### src/rtl/accum_alu.sv
// Accumulator ALU: single-issue logic/arithmetic unit with an internal accumulator,
// a sequential shift-add multiplier, sticky error flag and a power/abort FSM.
module accum_alu #(
    parameter int unsigned WIDTH = 8
) (
    input  logic             clk,
    input  logic             rst,
    input  logic             on,
    input  logic             start,
    input  logic [2:0]       op,
    input  logic             acc_sel,
    input  logic             clear,
    input  logic [WIDTH-1:0] a_in,
    input  logic [WIDTH-1:0] b_in,
    output logic [WIDTH-1:0] result,
    output logic             busy,
    output logic             done,
    output logic             ovf,
    output logic             err,
    output logic [1:0]       state
);

    localparam int unsigned CW = $clog2(WIDTH + 1);

    localparam logic [1:0] ST_OFF   = 2'b00;
    localparam logic [1:0] ST_READY = 2'b01;
    localparam logic [1:0] ST_RUN   = 2'b10;
    localparam logic [1:0] ST_ERROR = 2'b11;

    localparam logic [2:0] OP_AND  = 3'b000;
    localparam logic [2:0] OP_OR   = 3'b001;
    localparam logic [2:0] OP_XOR  = 3'b010;
    localparam logic [2:0] OP_NOT  = 3'b011;
    localparam logic [2:0] OP_ADD  = 3'b100;
    localparam logic [2:0] OP_SUB  = 3'b101;
    localparam logic [2:0] OP_MUL  = 3'b110;
    localparam logic [2:0] OP_PASS = 3'b111;

    logic [1:0]         state_q, state_d;
    logic [CW-1:0]      cnt_q, cnt_d;
    logic [WIDTH-1:0]   a_q, a_d;
    logic [WIDTH-1:0]   b_q, b_d;
    logic [2:0]         op_q, op_d;
    logic [2*WIDTH-1:0] prod_q, prod_d;
    logic [WIDTH-1:0]   acc_q, acc_d;
    logic               busy_q, busy_d;
    logic               done_q, done_d;
    logic               ovf_q, ovf_d;
    logic               err_q, err_d;

    logic [WIDTH:0]     add_c;
    logic [WIDTH:0]     sub_c;
    logic [WIDTH:0]     mul_sum_c;
    logic [WIDTH-1:0]   res_c;
    logic               res_ovf_c;
    logic [CW-1:0]      last_c;

    // Datapath: operation result and overflow from the latched operands
    always_comb begin
        add_c     = {1'b0, a_q} + {1'b0, b_q};
        sub_c     = {1'b0, a_q} - {1'b0, b_q};
        mul_sum_c = {1'b0, prod_q[2*WIDTH-1:WIDTH]} + {1'b0, (prod_q[0] ? a_q : '0)};
        res_c     = '0;
        res_ovf_c = 1'b0;
        case (op_q)
            OP_AND:  res_c = a_q & b_q;
            OP_OR:   res_c = a_q | b_q;
            OP_XOR:  res_c = a_q ^ b_q;
            OP_NOT:  res_c = ~a_q;
            OP_ADD:  begin res_c = add_c[WIDTH-1:0]; res_ovf_c = add_c[WIDTH]; end
            OP_SUB:  begin res_c = sub_c[WIDTH-1:0]; res_ovf_c = sub_c[WIDTH]; end
            OP_MUL:  begin res_c = prod_q[WIDTH-1:0]; res_ovf_c = |prod_q[2*WIDTH-1:WIDTH]; end
            default: res_c = a_q;
        endcase
        // Multiply needs WIDTH shift-add steps before the final write-back cycle
        last_c = (op_q == OP_MUL) ? CW'(WIDTH) : CW'(1);
    end

    // Next-state and output logic
    always_comb begin
        state_d = state_q;
        cnt_d   = cnt_q;
        a_d     = a_q;
        b_d     = b_q;
        op_d    = op_q;
        prod_d  = prod_q;
        acc_d   = acc_q;
        ovf_d   = ovf_q;
        err_d   = err_q;
        done_d  = 1'b0;

        if (!on) begin
            state_d = ST_OFF;
        end else begin
            case (state_q)
                ST_OFF: state_d = ST_READY;
                ST_READY: begin
                    if (clear) begin
                        acc_d = '0;
                        err_d = 1'b0;
                    end else if (start) begin
                        a_d     = acc_sel ? acc_q : a_in;
                        b_d     = b_in;
                        op_d    = op;
                        prod_d  = {{WIDTH{1'b0}}, b_in};
                        cnt_d   = '0;
                        state_d = ST_RUN;
                    end
                end
                ST_RUN: begin
                    if (clear) begin
                        acc_d   = '0;
                        err_d   = 1'b0;
                        state_d = ST_READY;
                    end else if (cnt_q == last_c) begin
                        acc_d   = res_c;
                        ovf_d   = res_ovf_c;
                        done_d  = 1'b1;
                        state_d = res_ovf_c ? ST_ERROR : ST_READY;
                        if (res_ovf_c) begin
                            err_d = 1'b1;
                        end
                    end else begin
                        cnt_d = cnt_q + CW'(1);
                        if (op_q == OP_MUL) begin
                            prod_d = {mul_sum_c, prod_q[WIDTH-1:1]};
                        end
                    end
                end
                default: begin
                    state_d = ST_READY;
                    if (clear) begin
                        acc_d = '0;
                        err_d = 1'b0;
                    end
                end
            endcase
        end

        busy_d = (state_d == ST_RUN);
    end

    // State and output registers
    always_ff @(posedge clk or negedge rst) begin
        if (!rst) begin
            state_q <= ST_OFF;
            cnt_q   <= '0;
            a_q     <= '0;
            b_q     <= '0;
            op_q    <= '0;
            prod_q  <= '0;
            acc_q   <= '0;
            busy_q  <= 1'b0;
            done_q  <= 1'b0;
            ovf_q   <= 1'b0;
            err_q   <= 1'b0;
        end else begin
            state_q <= state_d;
            cnt_q   <= cnt_d;
            a_q     <= a_d;
            b_q     <= b_d;
            op_q    <= op_d;
            prod_q  <= prod_d;
            acc_q   <= acc_d;
            busy_q  <= busy_d;
            done_q  <= done_d;
            ovf_q   <= ovf_d;
            err_q   <= err_d;
        end
    end

    assign result = acc_q;
    assign busy   = busy_q;
    assign done   = done_q;
    assign ovf    = ovf_q;
    assign err    = err_q;
    assign state  = state_q;

endmodule

### config.mk
export PLATFORM = sky130hd
export DESIGN_NAME = accum_alu
export DESIGN_NICKNAME = d
export VERILOG_FILES = /design/src/rtl/accum_alu.sv
export SDC_FILE = /design/constraint.sdc
export NUM_CORES = 1
export LEC_CHECK = 0
export CAP_MARGIN = 20
export CORE_ASPECT_RATIO = 2
export CORE_UTILIZATION = 58
export CTS_BUF_LIST = sky130_fd_sc_hd__clkbuf_16
export CTS_CLUSTER_DIAMETER = 120
export CTS_CLUSTER_SIZE = 16
export DETAILED_ROUTE_END_ITERATION = 10
export DONT_BUFFER_PORTS = 1
export PLACE_DENSITY = 0.85
export SLEW_MARGIN = 10
export SYNTH_ARGS = -nofsm -noshare
export SYNTH_HDL_FRONTEND = slang
export SYNTH_SLANG_ARGS = --single-unit
### constraint.sdc
create_clock -name clk -period 2.39 [get_ports clk]
set_input_delay 0.3585 -clock clk [delete_from_list [all_inputs] [get_ports clk]]
set_output_delay 0.3585 -clock clk [all_outputs]
set_load 0.05 [all_outputs]
; ---- Word-level counts from Yosys, hierarchy flattened
; Cells that the tools add are included.
[totals]
regBits = 53
out_inout_bits = 14
[op_classes]
reduce_logical = 13
n_eq_ne = 15
addsub = 4
bitwise_logic = 6
mux = 36
[ops]
columns = operator, count
row1 = two-way mux 16 bit, 5
row2 = one-hot mux 8 bit (7 select lines), 1
row3 = two-way mux 8 bit, 5
row4 = one-hot mux 16 bit (2 select lines), 1
row5 = two-way mux 4 bit, 5
row6 = adder 8 x 8 -> 9 bit, 2
row7 = one-hot mux 8 bit (2 select lines), 1
row8 = two-way mux 2 bit, 6
row9 = AND reduction 4 bit, 3
row10 = != test 2 bit (second input constant), 5
row11 = == test 3 bit (second input constant), 3
row12 = subtractor 8 x 8 -> 9 bit, 1
row13 = AND 8 bit, 1
row14 = two-way mux 1 bit, 8
row15 = inverter 8 bit, 1
row16 = OR 8 bit, 1
row17 = one-hot mux 4 bit (2 select lines), 1
row18 = nonzero test 2 bit, 4
row19 = OR reduction 8 bit, 1
row20 = bitwise XOR 8 bit, 1
row21 = AND reduction 7 bit, 1
row22 = == test 3 x 2 -> 1 bit (second input constant), 2
row23 = AND reduction 6 bit, 1
row24 = AND reduction 5 bit, 1
row25 = other kinds (11), 13

; ---- Longest topological paths before layout
[logic_depth]
ltp_word = 8
ltp_mapped = 10
depth_no_buf = 10

; ---- Worst setup path after synthesis
; OpenSTA, ideal clock, no wires.
[synth_timing]
path_kind = reg2reg
start = reg a_q[0]
end = reg acc_q[6], in the netlist result[6]
period_less_slack_ns = 2.285
t_arrival_ns = 2.211
n_path_buf = 0
stages_incl_launch_ff = 9
path_slack_ns = 0.105
setup_ns = 0.074
path_cell_list = dfrtp_1 -> ha_1 -> fa_1 -> a21o_1 -> a221o_1 -> or4_1 -> nand2_1 -> o221ai_2 -> o21ai_2
[synth_between]
elab_chain_len = 5
elab_cells_between_ends = 6
[synth_rtl]
columns = item, line_no
row1 = from (decl), 41  ; logic [WIDTH-1:0] a_q, a_d;
row2 = from (signal assigned), 148  ; a_q <= '0;
row3 = from (signal assigned), 160  ; a_q <= a_d;
row4 = subtractor 8 x 8 -> 9 bit or adder 8 x 8 -> 9 bit (tied branches), "61, 60"
row5 = one-hot mux 8 bit (7 select lines) (*), 65  ; case (op_q)
row6 = two-way mux 8 bit (*), 115  ; end else if (cnt_q == last_c) begin
row7 = two-way mux 8 bit (*), 111  ; if (clear) begin
row8 = one-hot mux 8 bit (2 select lines) (*), 95  ; case (state_q)
row9 = to (signal assigned), 152  ; acc_q <= '0;
row10 = to (signal assigned), 164  ; acc_q <= acc_d;
row11 = to (decl), 45  ; logic [WIDTH-1:0] acc_q, acc_d;
; Mark *: on every way between the ends. The rest lies on a longest branch, timed or not. The select of a mux whose other input is x is not followed.
; A chain may end at the register's enable or synchronous reset.

; ---- Worst setup path after layout
[layout_timing]
start = reg a_q[0]
end = reg acc_q[2], in the netlist result[2]
; The elaborated chain is that of the path after synthesis.

==> results.json <==
{
  "synth.distinct_cells": 67,
  "utilization": 0.683,
  "pwr_density_cell_mw_per_mm2": 831,
  "cts_tree": "yes",
  "end_kind": "flip-flop",
  "finalWirelength_um": 12100,
  "critical_path_class": "reg -> reg",
  "cts_root_buf": "clkbuf_16",
  "fin_skew_ns": 0.0130,
  "cp-startpoint": "a_q[0]$_DFFE_PN0P_",
  "ant_nets": 0,
  "start_util": 0.596,
  "vias_per_cell": 6.35,
  "via_count": 3609,
  "clock_tree.buffer_depth": 2,
  "fin_crit_sh": 0.999,
  "clock-sinks": 53,
  "crit_arrival_ns": 2.57,
  "synth_fp_nets": 510,
  "synthesis.instances": 446,
  "route.detailed.drc": 0,
  "cap_violations": 0,
  "netlist_area_mm2": 0.00410,
  "wl_per_cell_um": 21.2,
  "rows": 43,
  "grt_pass1_wl_um": 18800,
  "place_congestion": 0.967,
  "clock_latency_ns": 0.30,
  "rsz0062_at_grt": "true",
  "dr.pass1.iters": 4,
  "power_w": 0.00391,
  "antenna_found_initial": 0,
  "nNetsFinal": 541,
  "tightest_slew_ns": 0.581,
  "final_cell_mix": "49 x dfrtp_1, 45 x o21ai_0, 44 x buf_4",
  "avgSynthCellArea_um2": 9.20,
  "min_path_type": "in -> reg",
  "antenna_cells": 0,
  "areaGrowthSynthToFinish_pct": 14.7,
  "relSlewSlack": 0.613,
  "peakVddDrop_uv": 590,
  "ys_seq_area_frac": 0.323,
  "hold_slack_ns": 0.141,
  "outcome": "finished, final reports clean",
  "setup_violations": 0,
  "io_buffers": 0,
  "hpwlAfterDp_um": 9170,
  "die-height_um": 121,
  "ioPinCount": 39,
  "final_common_cell": "dfrtp_1",
  "cts_made_buffers": 5,
  "clock.fmax_mhz": 419,
  "worstSetupStartpointType": "flip-flop",
  "grt_pass1_vias": 3714,
  "clk_pin_slew_worst_paths_ns": 0.08,
  "overflow": 0,
  "synth_edf_count": 0,
  "path_max_fanout": 3,
  "drt_iter0_markers": 167,
  "ys_warn_count": 0,
  "htreeDepth": 2,
  "worstPathRequired_ns": 2.57,
  "layout-drive-gt1-share": 0.203,
  "die_area_mm2": 0.00743,
  "grt_start_max_net_pins": 54,
  "r2r_start": "a_q[0]$_DFFE_PN0P_",
  "hold_start": "clear",
  "core_area_mm2": 0.00689,
  "synthFlopType": "dfrtp_1",
  "leakage_nw": 2.22,
  "synth_seq_cells": 53,
  "period_minus_slack_ns": 2.39,
  "synthArstFlopShare": 1.00,
  "fp.dieW_um": 61.5,
  "grt_use_total": 0.354,
  "hold_viol": 0,
  "final_max_slew_viol_count": 0
}
-- cell families after synthesis --
| kind of cell | count (synthesis) | share of synthesized area |
|---|---|---|
| AO/OA/AOI/OAI | 130 | 0.209 |
| XOR/XNOR | 13 | 0.0278 |
| adder cells (fa/ha/maj) | 39 | 0.124 |
| buffers and inverters | 55 | 0.0582 |
| flip-flops | 53 | 0.323 |
| multiplexers | 40 | 0.108 |
| AND/OR/NAND/NOR | 116 | 0.149 |
-- path summary, 6_finish.rpt --
path                                         end  slack (ns)  cells after the start
setup reg to reg           result[2]$_DFFE_PN0P_       0.003                      8
hold reg to reg            prod_q[6]$_DFFE_PN0P_        0.52                      2
min in group asynchronous     state[0]$_DFF_PN0_        0.57                      2
max in group asynchronous     b_q[1]$_DFFE_PN0P_        1.54                      2
hold / removal                   err$_DFFE_PN0P_        0.14                      1
setup / recovery           result[2]$_DFFE_PN0P_       0.003                      8
-- registers in the layout (all words and copies together), names as in the netlist --
signal	count
prod_q	16
a_q	8
b_q	8
result	8
cnt_q	4
op_q	3
state	2
busy	1
done	1
err	1
ovf	1
-- routing by layer --
metal  up-vias  global-route usage  wire, µm
li1       1659                   -         -
met1      1748               0.343      3990
met2       134               0.605      6500
met3        68              0.0800       537
met4         0               0.281      1040
met5         -                   0         0
-- final cells by class --
type	count	area, µm²
multi-input combinational	338	2600
fill	563	2180
sequential	53	1330
timing repair buffer	46	368
clock buffer	5	125
inverter	33	124
tap	90	113
clock inverter	3	42.5
-- worst max-delay path, stage by stage (launching register included) --
cell	delay [ns]
dfrtp_1	0.41
ha_2	0.21
fa_2	0.35
buf_4	0.14
buf_4	0.13
xor2_1	0.15
mux4_2	0.46
mux2i_1	0.29
o31ai_1	0.12
-- metrics by stage --
step / setup TNS [ns] / setup WS [ns] / std cells / instance area, µm²
2_1_floorplan: 0 / 0.105 / 446 / 4100
3_3_place_gp: 0 / 0.0471 / 553 / 4390
3_5_place_dp: -0.00984 / -0.00867 / 553 / 4390
4_1_cts: 0 / 0.00672 / 563 / 4610
5_1_grt: -0.104 / -0.0481 / 568 / 4700
6_report: 0 / 0.00261 / 568 / 4700
-- synthesized netlist by cell type (all sizes together), types with 3 or more instances --
master	number	area, µm²
a211oi	5	42.5
o31ai	7	52.6
mux2	14	158
a221oi	4	35.0
ha	36	450
and2	9	56.3
nor3	6	30.0
clkbuf	8	30.0
o21bai	4	33.8
buf	14	85.1
nand4	3	18.8
nor2	26	116
nand2b	4	25.0
a21o	4	30.0
nand2	37	139
mux2i	24	240
and3	3	18.8
fa	3	60.1
xnor2	8	70.1
nand3	7	35.0
a22o	8	70.1
dfrtp	53	1330
a22oi	3	27.5
xor2	5	43.8
inv	32	120
nor4	3	18.8
nor2b	6	37.5
o211ai	5	37.5
a31oi	4	25.0
a21oi	17	85.1
o21ai	54	274
nor4b	3	38.8
-- where the power goes --
group	total [W]	switching [W]	internal, W	leakage (nW)
Clock	0.000837	0.000344	0.000493	0.0852
Sequential	0.00117	0.000156	0.00102	0.696
Combinational	0.00190	0.00107	0.000828	1.44
Total	0.00391	0.00157	0.00234	2.22
-- repair_timing --
| action | in CTS | in global routing |
|---|---|---|
| endpoints found under the hold margin | 53 | 0 |
| hold buffers | 2 | 0 |
| setup buffers | 0 | 5 |
| gates resized for setup | 3 | 18 |
| pin swaps | 1 | 4 |
| endpoints found under the setup margin | 2 | 6 |
Note: power is estimated with default switching activity, not from simulation.
==> patch: new RTL, config.mk and constraints unchanged <==
Set the parameter `WIDTH` to 16 (it was 8).
--- a/src/rtl/accum_alu.sv
+++ b/src/rtl/accum_alu.sv
@@ -1,7 +1,7 @@
 // Accumulator ALU: single-issue logic/arithmetic unit with an internal accumulator,
 // a sequential shift-add multiplier, sticky error flag and a power/abort FSM.
 module accum_alu #(
-    parameter int unsigned WIDTH = 8
+    parameter int unsigned WIDTH = 16
 ) (
     input  logic             clk,
     input  logic             rst,
Ports: changed (resized a_in, b_in and result); port bits go from 39 to 63. No check against the original RTL was run, so the function may have changed too.
==> patch against the unedited design <==
  * The flow now finishes with violations (hold timing, setup timing)
  * Sequential cell count increased by 41
  * First-iteration DRC count grew to 4.5 times the old value
  * Final cell count is 110% higher
  * Routed wire length increased by 120%
  * Non-clock buffer count grew 130
  * Design area increased by 110%
  * Clock skew fell by 0.0021 ns
  * Synthesized cell count rose by 100%
  * Setup slack got worse by 0.11 ns
  * Power up 120%
  * Clock power grew 73%
  * Utilization is 9.8 points higher
  * Synthesized area is 87% higher
  * Critical path type unchanged
  * Critical endpoint is now result[15]
  * Largest cell class unchanged
==> patch: results <==
[synth]
synth_commonest_cells = "94 x dfrtp_1, 93 x nand2_1, 69 x ha_1"
synth_area_leaders = "dfrtp_1 31%, ha_1 11%, mux2i_1 5.9%"
synth_nets = 1016
ys.flop_type = "dfrtp_1"
ys_seq_area_share_pct = 30.7
synth-async-reset-ratio_pct = 100
ys_types = 72

[clocking]
clockRootBuffer = "clkbuf_16"
clk_path_buf_depth = 2
insertion_delay_ns = 0.35
cts_inserted_buffers = 9
ctsHtreeMaxLevel = 3

[detailed_routing]
wl_met1_um = 9800
dr_wl_met3_um = 1760
top_layer = "met4"
dr.pass1.iters = 5
wl_met2_um = 13400
vias = 7883
first_iter_violations = 754
wl_per_cell_um = 22.6

[global_route]
use_met1_pct = 42.2
antenna_found_initial = 1
grt_max_degree = 95
grt_usage_pct = 38.2
grt_pass1_wl_um = 41000
grt_pass1_vias = 7964
use_met2_pct = 65.8
use_met3_pct = 6.65

[placement]
gp_congestion = 1.04
io_buffers = 0
post-dp-hpwl_um = 18900
placed_area_sq_um = 8910

[worst_hold_path]
hp-class = "in2async"

[outcome]
status = "finished with violations"
violations = "hold timing, setup timing"

[setup_path]
critPathMaxStageDelay_ns = 0.52
crit_family = "compound AO/OA/AOI/OAI gates"
cp.arrival_ns = 2.79
critPathSlowestCell = "or4b_1"

[pwr]
power.switching_mw = 3.62
power.share.clock_pct = 17.1
p_leak_nw = 4.63
powerComb_mw = 5.00
ir_drop_mv = 0.564

[sta]
worst_slack_ns = -0.108
hold_viol = 94
slew_headroom_pct = 51.1
tns_ns = -0.357
fin_skew_ns = 0.0109
whs_ns = -0.303
setup_viol = 7

[final_layout]
regMostFlops = "prod_q"
final_nets = 1150
drive_gt1_share_pct = 31.8
largest_register_ffs = 32
[patch: cell count changes after synthesis, moves of 22 or more]
cell / change
nand2_1: +56
inv_1: +26
a21oi_1: +51
clkbuf_1: +28
o21ai_1: +22
dfrtp_1: +41
ha_1: +33
[patch: cell type report]
| type | count | area [sq um] |
|---|---|---|
| clock buffer | 9 | 225 |
| clock inverter | 7 | 65.1 |
| fill | 822 | 2830 |
| inverter | 60 | 225 |
| multi-input combinational | 696 | 5630 |
| sequential | 94 | 2360 |
| tap | 152 | 190 |
| timing repair buffer | 176 | 1400 |
[patch: logic make-up after synthesis]
family,Yosys count,share of synthesized area (%)
AOI/OAI and AO/OA,284,24.0
and+or+nand+nor,251,15.9
buffers and inverters,113,5.73
DFF,94,30.7
adders and majority gates,72,12.1
muxes,65,8.82
xor gates and xnor gates,24,2.74
[patch: metrics by stage]
| step | utilization (%) | power, mW | std cells | worst slack, ns |
|---|---|---|---|---|
| floorplan | - | 4.43 | 903 | -0.0486 |
| global placement | 69.0 | 6.11 | 1160 | -0.340 |
| detailed placement | 69.0 | 6.16 | 1160 | -0.358 |
| CTS | 75.2 | 7.97 | 1188 | -0.0532 |
| global route | 78.1 | 8.86 | 1194 | -0.189 |
| finish | 78.1 | 8.51 | 1194 | -0.108 |
[patch: final timing paths]
kind,slack [ns],end,start,cells after the start
min,-0.30,result[2],rst,0
max,-0.11,result[15],a_q[3],9
min reg2reg,0.52,prod_q[15],prod_q[15],2
max in group asynchronous,2.55,prod_q[27],rst,0
max reg2reg,-0.11,result[15],a_q[3],9
min in group clk,0.08,err,clear,1
[patch: timing repair]
| item | CTS | global route |
|---|---|---|
| pin swaps | 35 | 49 |
| buffers inserted | 13 | 8 |
| endpoints found under the setup margin | 22 | 23 |
| gates resized for setup | 89 | 65 |
| endpoints found under the hold margin | 94 | 94 |
